## config.mk

```make
export PLATFORM = sky130hd
export DESIGN_NAME = dm_port_arbiter
export DESIGN_NICKNAME = d
export VERILOG_FILES = /design/src/rtl/dm_port_arbiter.sv
export SDC_FILE = /design/constraint.sdc
export NUM_CORES = 1
export LEC_CHECK = 0
export BUFFER_PORTS_ARGS = -buffer_cell sky130_fd_sc_hd__buf_2
export CAP_MARGIN = 10
export CORE_AREA = 2 2 118 120
export CTS_CLUSTER_SIZE = 8
export DETAILED_ROUTE_END_ITERATION = 6
export DIE_AREA = 0 0 120 122
export GPL_ROUTABILITY_DRIVEN = 1
export PLACE_DENSITY = 0.71
export SLEW_MARGIN = 25
export SYNTH_ARGS = -nofsm -noshare
export SYNTH_HDL_FRONTEND = slang
export SYNTH_SLANG_ARGS = --single-unit
```

## constraint.sdc

```tcl
create_clock -name CLK -period 3.3 [get_ports CLK]
set_clock_uncertainty 0.15 [all_clocks]
set_input_delay 0.66 -clock CLK [delete_from_list [all_inputs] [get_ports CLK]]
set_output_delay 0.66 -clock CLK [all_outputs]
set_load 0.02 [all_outputs]
```

## src/rtl/dm_port_arbiter.sv

```systemverilog
// Two-requester arbiter for the single data-memory port: requester 0 is the MEM stage, requester 1 a secondary master.
// Optional STARVE_GUARD_EN macro bounds how many req0 grants can pass while req1 is kept waiting.
module dm_port_arbiter #(
  parameter int AW         = 32,
  parameter int DW         = 32,
  parameter int MAX_STARVE = 4
) (
  input  logic          CLK,
  input  logic          RESET,
  input  logic          req0_valid,
  input  logic          req0_we,
  input  logic [AW-1:0] req0_addr,
  input  logic [DW-1:0] req0_wdata,
  output logic          req0_done,
  output logic [DW-1:0] req0_rdata,
  output logic          stall_MEM,
  input  logic          req1_valid,
  input  logic          req1_we,
  input  logic [AW-1:0] req1_addr,
  input  logic [DW-1:0] req1_wdata,
  output logic          req1_done,
  output logic [DW-1:0] req1_rdata,
  output logic          MemRead_2DM,
  output logic          MemWrite_2DM,
  output logic [AW-1:0] data_address_2DM,
  output logic [DW-1:0] data_write_2DM,
  input  logic [DW-1:0] data_read_fDM,
  input  logic          DM_ready_fDM
);

  typedef enum logic [1:0] {IDLE, BUSY0, BUSY1, DONE} state_t;

  state_t state, state_next;
  logic   grant0, grant1;
  logic   force1;
  logic   lat_we;
  logic   access_end;

`ifdef STARVE_GUARD_EN
  localparam int SW = $clog2(MAX_STARVE) + 1;
  logic [SW-1:0] starve_cnt;

  assign force1 = req1_valid && (starve_cnt == SW'(MAX_STARVE));

  always_ff @(posedge CLK) begin
    if (!RESET) begin
      starve_cnt <= '0;
    end else if (!req1_valid || grant1) begin
      starve_cnt <= '0;
    end else if (grant0) begin
      starve_cnt <= starve_cnt + 1'b1;
    end
  end
`else
  // Strict priority; the comparison only keeps MAX_STARVE referenced in this build.
  assign force1 = (MAX_STARVE < 0);
`endif

  assign stall_MEM  = req0_valid & ~req0_done;
  assign access_end = ((state == BUSY0) || (state == BUSY1)) && DM_ready_fDM;

  always_comb begin
    state_next = state;
    grant0     = 1'b0;
    grant1     = 1'b0;
    case (state)
      IDLE: begin
        if (req0_valid && !force1) begin
          grant0     = 1'b1;
          state_next = BUSY0;
        end else if (req1_valid) begin
          grant1     = 1'b1;
          state_next = BUSY1;
        end
      end
      BUSY0, BUSY1: begin
        if (DM_ready_fDM) state_next = DONE;
      end
      DONE:    state_next = IDLE;
      default: state_next = IDLE;
    endcase
  end

  always_ff @(posedge CLK) begin
    if (!RESET) begin
      state            <= IDLE;
      lat_we           <= 1'b0;
      data_address_2DM <= '0;
      data_write_2DM   <= '0;
      MemRead_2DM      <= 1'b0;
      MemWrite_2DM     <= 1'b0;
      req0_done        <= 1'b0;
      req1_done        <= 1'b0;
      req0_rdata       <= '0;
      req1_rdata       <= '0;
    end else begin
      state     <= state_next;
      req0_done <= 1'b0;
      req1_done <= 1'b0;
      // Winner's payload is latched so the DM sees a stable access even if the requester changes it.
      if (grant0) begin
        lat_we           <= req0_we;
        data_address_2DM <= req0_addr;
        data_write_2DM   <= req0_wdata;
        MemRead_2DM      <= ~req0_we;
        MemWrite_2DM     <= req0_we;
      end else if (grant1) begin
        lat_we           <= req1_we;
        data_address_2DM <= req1_addr;
        data_write_2DM   <= req1_wdata;
        MemRead_2DM      <= ~req1_we;
        MemWrite_2DM     <= req1_we;
      end else if (access_end) begin
        MemRead_2DM  <= 1'b0;
        MemWrite_2DM <= 1'b0;
        req0_done    <= (state == BUSY0);
        req1_done    <= (state == BUSY1);
        if (!lat_we) begin
          if (state == BUSY0) req0_rdata <= data_read_fDM;
          else                req1_rdata <= data_read_fDM;
        end
      end
    end
  end

endmodule

```

==> results of run 1 <==
==> layout make-up <==
cell class	count	area (sq um)	share of cell area, %
clock inverter	7	143	1.84
tap	180	225	2.91
clock buffer	24	482	6.22
inverter	5	18.8	0.242
multi-input combinational	445	2610	33.7
sequential	135	2700	34.9
timing repair buffer	306	1570	20.2
==> registers in the layout, summed over array words and instances (netlist names) <==
register          count
state                 2
MemWrite_2DM          1
data_address_2DM     32
data_write_2DM       32
req0_done             1
req1_done             1
lat_we                1
req1_rdata           32
req0_rdata           32
MemRead_2DM           1
==> synthesized netlist by cell type (2+ instances only) <==
cell,count,area (sq um)
ha_1,4,50.1
a22o_1,62,543
nand2_1,222,833
a22oi_1,2,15.0
nor2b_1,2,12.5
o2bb2ai_1,3,26.3
inv_1,5,18.8
buf_2,10,50.1
a311oi_1,2,17.5
a21oi_1,5,25.0
buf_6,3,33.8
clkbuf_1,38,143
dfxtp_1,135,2700
nor2_1,2,7.51
buf_1,2,7.51
mux2i_1,64,641
o21ai_0,64,320
==> layer usage <==
layer  global-route usage (%)  routed length [um]  vias to the layer above  share of wire (%)
met3                     7.35                1230                       13                7.8
met1                     24.7                6670                     2455                 43
met4                     5.59                 157                        0                1.0
met2                     35.5                7620                      191                 49
met5                        0                   0                        -                  0
li1                         -                   -                     2722                  -
==> worst max-delay path by stage <==
stage / startpoint / to / slack [ns] / cells past startpoint
6_report: state[0] / req1_rdata[2] / 0.94 / 6
5_1_grt: state[0] / req1_rdata[10] / 0.88 / 6
4_1_cts: state[0] / req1_rdata[2] / 0.94 / 6
3_5_place_dp: req0_valid / req1_rdata[2] / 0.77 / 5
3_3_place_gp: req0_valid / req1_rdata[25] / 0.78 / 5
2_1_floorplan: req0_valid / stall_MEM / 1.02 / 4
==> power breakdown <==
part | internal, mW | switching, mW
Clock | 1.32 | 0.668
Sequential | 1.91 | 0.141
Combinational | 0.585 | 0.955
Total | 3.82 | 1.76
==> through the flow <==
step | instance area (sq um) | hold WS [ns]
global placement | 7120 | 0.291
finish | 7750 | 0.306
global route | 7750 | 0.323
floorplan | 5560 | 0.340
CTS | 7750 | 0.308
detailed placement | 7120 | 0.300
==> worst reg2reg max path, stage by stage, from the launching register on <==
cell and delay (ns):
dfxtp_1 0.34, inv_1 0.08, ha_1 0.28, o21a_1 0.21, or4_2 0.62, buf_4 0.32
mux2i_1 0.21
==> kinds of logic (layout without fill, tap and decap cells) <==
kind of cell / count (synthesis) / in the layout / share of synthesized area [%]
AOI/OAI and AO/OA: 141 / 141 / 17.5
adders and majority gates: 4 / 4 / 0.901
buffers and inverters: 58 / 342 / 4.55
DFF: 135 / 135 / 48.6
muxes: 64 / 64 / 11.5
and+or+nand+nor: 236 / 236 / 16.9
==> cells in the final DEF (no fill, tap or decap), types with 2 or more instances in the layout <==
master	count
o2bb2ai_1	3
nand2_1	222
a22o_1	62
a21oi_1	5
clkbuf_16	17
clkinv_4	2
ha_1	4
dfxtp_1	135
clkbuf_1	4
a311oi_1	2
buf_2	298
nor2b_1	2
a22oi_1	2
mux2i_1	64
inv_1	5
bufinv_16	4
buf_4	6
clkbuf_8	3
o21ai_0	64
==> reports/metrics.cfg, run 1 <==
[setup_path]
crit_type=reg -> reg
rr_worst_depth=6
critPathCaptureType=flip-flop
crit_buf_inv=2
worst-endpoint-required_ns=3.41
r2r_end=req1_rdata[2]
crit_family=simple AND/OR/NAND/NOR gates
reg2reg_slack_ns=0.94
arrival_ns=2.47
start_kind=flip-flop
critPathMaxStageDelay_ns=0.62
cpMaxStageDelayCell=or4_2
r2r_start=state[0]
crit_chain=inv_1 > ha_1 > o21a_1 > or4_2 > buf_4 > mux2i_1
crit_fanout=32

[worst_hold_path]
min_from=req0_rdata[17]
hold_path_depth=2
whs_endpoint=req0_rdata[17]
hold_path.class=reg -> reg

[final_layout]
final_cells=1102
antenna_cells=0
drive_gt1_share_pct=36.7
nNetsFinal=1081
syn2layout_area_growth_pct=39.5
post-route-util_pct=57.4
nFillCells=1278

[sta]
slew_viol_final=0
relSlewSlack_pct=50.5
fin_tns_setup_ns=0
hold_viol=0
rsz0062_at_grt=no
fmax_mhz=424
fin_crit_ns=2.36
tightest_slew_ns=0.743
fin_crit_sh_pct=71.5
setup_viol=0
finalWorstSetupSlack_ns=0.941

[power_and_ir_drop]
p_leak_nw=3.99
vdd_drop_max_uv=328
cellPowerDensity_nw_per_um2=720
p_total_mw=5.58

[placed_design]
dp_slack_ns=0.766
routabilityCongestion=0.759
dpl.cell_count=1071
portBuffers=299
place_hpwl_mm=11.0

[cts]
cts_buffer_depth=2
hold_buffers=0
cts_setup_buffers=0
clk_pin_slew_ns=0.06
htreeDepth=4
numCtsBuffers=17
clock_latency_ns=0.40
cts.sinks=135
cts_resized=0
cts_root_buf=clkbuf_16
tritoncts=yes

[synthesis]
ys_types=30
syn_avg_cell_area_sq_um=8.71
synth_edf_count=0
async_flop_share_pct=0
yosys_warnings=0
synth_cells=638
syn-num-nets=809
synth_seq_area_share_pct=48.6
ys_ff_latch=135
syn_area_sq_um=5560
ys.flop_type=dfxtp_1

[routing]
via_per_inst=4.88
wl_per_cell_um=14.2
drt_iter0_markers=295
dr.pass1.iters=4
ant_nets=0
vias=5381
route.final.wire_length_mm=15.7
drc=0

[grt]
antenna_found_initial=0
grt_start_max_net_pins=126
track_usage_pct=20.8
overflow=0
first_global_vias=4859
grt_pass1_wl_mm=24.1

[run]
cap_violations=0

[floorplan]
start_util_pct=41.1
rows=43
die-width_um=120
fp.dieH_um=122
core_region_area_sq_um=13500
pin_count=300
die_area_sq_um=14600

[status]
status=complete, no violations

No activity file was read; power rests on OpenSTA's default activity.
==> run 2, diff against run 1 <==
Clock period 3.3 ns to 2.2 ns, I/O delays scaled along.
==> reports/metrics.cfg, run 2 (synthesized netlist as in run 1, its figures left out) <==
[setup_path]
crit_fanout=26  ; was 32
arrival_ns=2.21  ; was 2.47 ns
worst-endpoint-required_ns=2.38  ; was 3.41 ns
start_kind=flip-flop  ; unchanged
critPathCaptureType=flip-flop  ; unchanged
crit_type=reg -> reg  ; unchanged

[cts]
clk_pin_slew_ns=0.06  ; about the same
htreeDepth=4  ; unchanged
cts_buffer_depth=2  ; unchanged
clock_latency_ns=0.40  ; about the same
numCtsBuffers=17  ; unchanged
cts_root_buf=clkbuf_16  ; unchanged
cts_setup_buffers=0  ; unchanged
cts.sinks=135  ; unchanged
tritoncts=yes  ; unchanged
hold_buffers=0  ; unchanged

[sta]
hold_viol=0  ; unchanged
fmax_mhz=492  ; was 424 MHz
hold_slack_ns=0.157  ; was 0.306 ns
rsz0062_at_grt=no  ; unchanged
fin_crit_ns=2.03  ; was 2.36 ns
fin_tns_setup_ns=0  ; unchanged
tightest_slew_ns=0.674  ; was 0.743 ns
relSlewSlack_pct=55.1  ; was 50.5%
setup_viol=0  ; unchanged
slew_viol_final=0  ; unchanged
fin_crit_sh_pct=92.4  ; was 71.5%

[routing]
wl_met1_mm=6.61  ; was 6.67 mm
via_per_inst=4.81  ; was 4.88
drt_iter0_markers=306  ; was 295
wl_met3_mm=1.15  ; was 1.23 mm
dr.pass1.iters=4  ; unchanged
ant_nets=0  ; unchanged
dr_wl_met2_mm=7.68  ; was 7.62 mm
drc=0  ; unchanged
route.final.wire_length_mm=15.7  ; about the same
wl_per_cell_um=14.1  ; was 14.2 um
vias=5327  ; was 5,381
top_layer_used=met4  ; unchanged

[floorplan]
pin_count=300  ; unchanged
core_region_area_sq_um=13500  ; unchanged
fp.dieH_um=122  ; unchanged
start_util_pct=41.1  ; unchanged
rows=43  ; unchanged
die_area_sq_um=14600  ; unchanged
die-width_um=120  ; unchanged

[power_and_ir_drop]
cellPowerDensity_nw_per_um2=1070  ; was 720 nW/um^2
power_switching_mw=2.76  ; was 1.76 mW
comb_power_share_pct=29.0  ; was 27.6%
p_leak_nw=4.03  ; was 3.99 nW
pwr-share-seq_pct=36.6  ; was 36.7%
p_total_mw=8.39  ; was 5.58 mW
vdd_drop_max_uv=618  ; was 328 uV
p_int_mw=5.63  ; was 3.82 mW
switching_share_pct=32.9  ; was 31.6%
pwr-share-clk_pct=34.3  ; was 35.7%

[final_layout]
syn2layout_area_growth_pct=41.5  ; was 39.5%
antenna_cells=0  ; unchanged
layout_common_cells=298 x buf_2, 222 x nand2_1, 135 x dfxtp_1  ; unchanged
drive_gt1_share_pct=37.4  ; was 36.7%
nNetsFinal=1087  ; was 1,081
final_common_cell=buf_2  ; unchanged

[grt]
track_usage_pct=20.8  ; about the same
overflow=0  ; unchanged
grt_pass1_wl_mm=24.3  ; was 24.1 mm
grt_start_max_net_pins=133  ; was 126
first_global_vias=4993  ; was 4,859
antenna_found_initial=0  ; unchanged

[placed_design]
routabilityCongestion=0.777  ; was 0.759
portBuffers=299  ; unchanged
place_hpwl_mm=11.0  ; about the same

[run]
cap_violations=0  ; unchanged

[worst_hold_path]
hold_path.class=in -> reg  ; was reg -> reg

[status]
status=complete, no violations  ; unchanged

==> run 2: power groups by stage <==
stage,clock network (mW),logic (mW),registers (mW)
2_1_floorplan,0,1.07,3.59
3_3_place_gp,0,2.41,3.11
3_5_place_dp,0,2.43,3.11
4_1_cts,2.94,2.43,3.07
5_1_grt,3.06,2.64,3.12
6_report,2.88,2.44,3.07
==> run 2: layout make-up <==
class / instances / area (sq um)
fill: 1237 / 5640
tap: 180 / 225
multi-input combinational: 445 / 2610
timing repair buffer: 312 / 1700
sequential: 135 / 2700
clock inverter: 13 / 170
inverter: 5 / 18.8
clock buffer: 18 / 429
==> run 2: final timing paths <==
path	depth (start not counted)	to	slack (ns)	from
worst max register to register	7	req0_rdata[23]	0.17	state[0]
worst min-delay path	3	req1_rdata[7]	0.16	data_read_fDM[7]
worst min register to register	2	req0_rdata[18]	0.30	req0_rdata[18]
worst max-delay path	7	req0_rdata[23]	0.17	state[0]
==> run 2: through the flow <==
stage	utilization, %	cells	worst slack (ns)	area, sq um
floorplan	-	638	0.245	5560
global placement	53.6	1076	0.120	7230
detailed placement	53.6	1076	0.100	7230
CTS	58.0	1107	0.0795	7830
global route	58.2	1108	0.0485	7860
finish	58.2	1108	0.167	7860
==> run 2: critical path, stage by stage, from the launching register on <==
cell,delay [ns]
dfxtp_1,0.36
inv_1,0.09
ha_1,0.23
o21a_1,0.14
buf_4,0.16
nor4b_4,0.33
buf_12,0.26
mux2i_1,0.23
==> run 2: metal layers <==
metal	GRT usage [%]	up-vias
met3	6.23	17
met2	35.7	203
met1	24.8	2375
met5	0	-
met4	7.13	0
li1	-	2732
==> run 2: repair_timing <==
item / in CTS / in global routing
endpoints found under the hold margin: 0 / 0
resized for setup: 0 / 1
setup endpoints to repair: 0 / 6
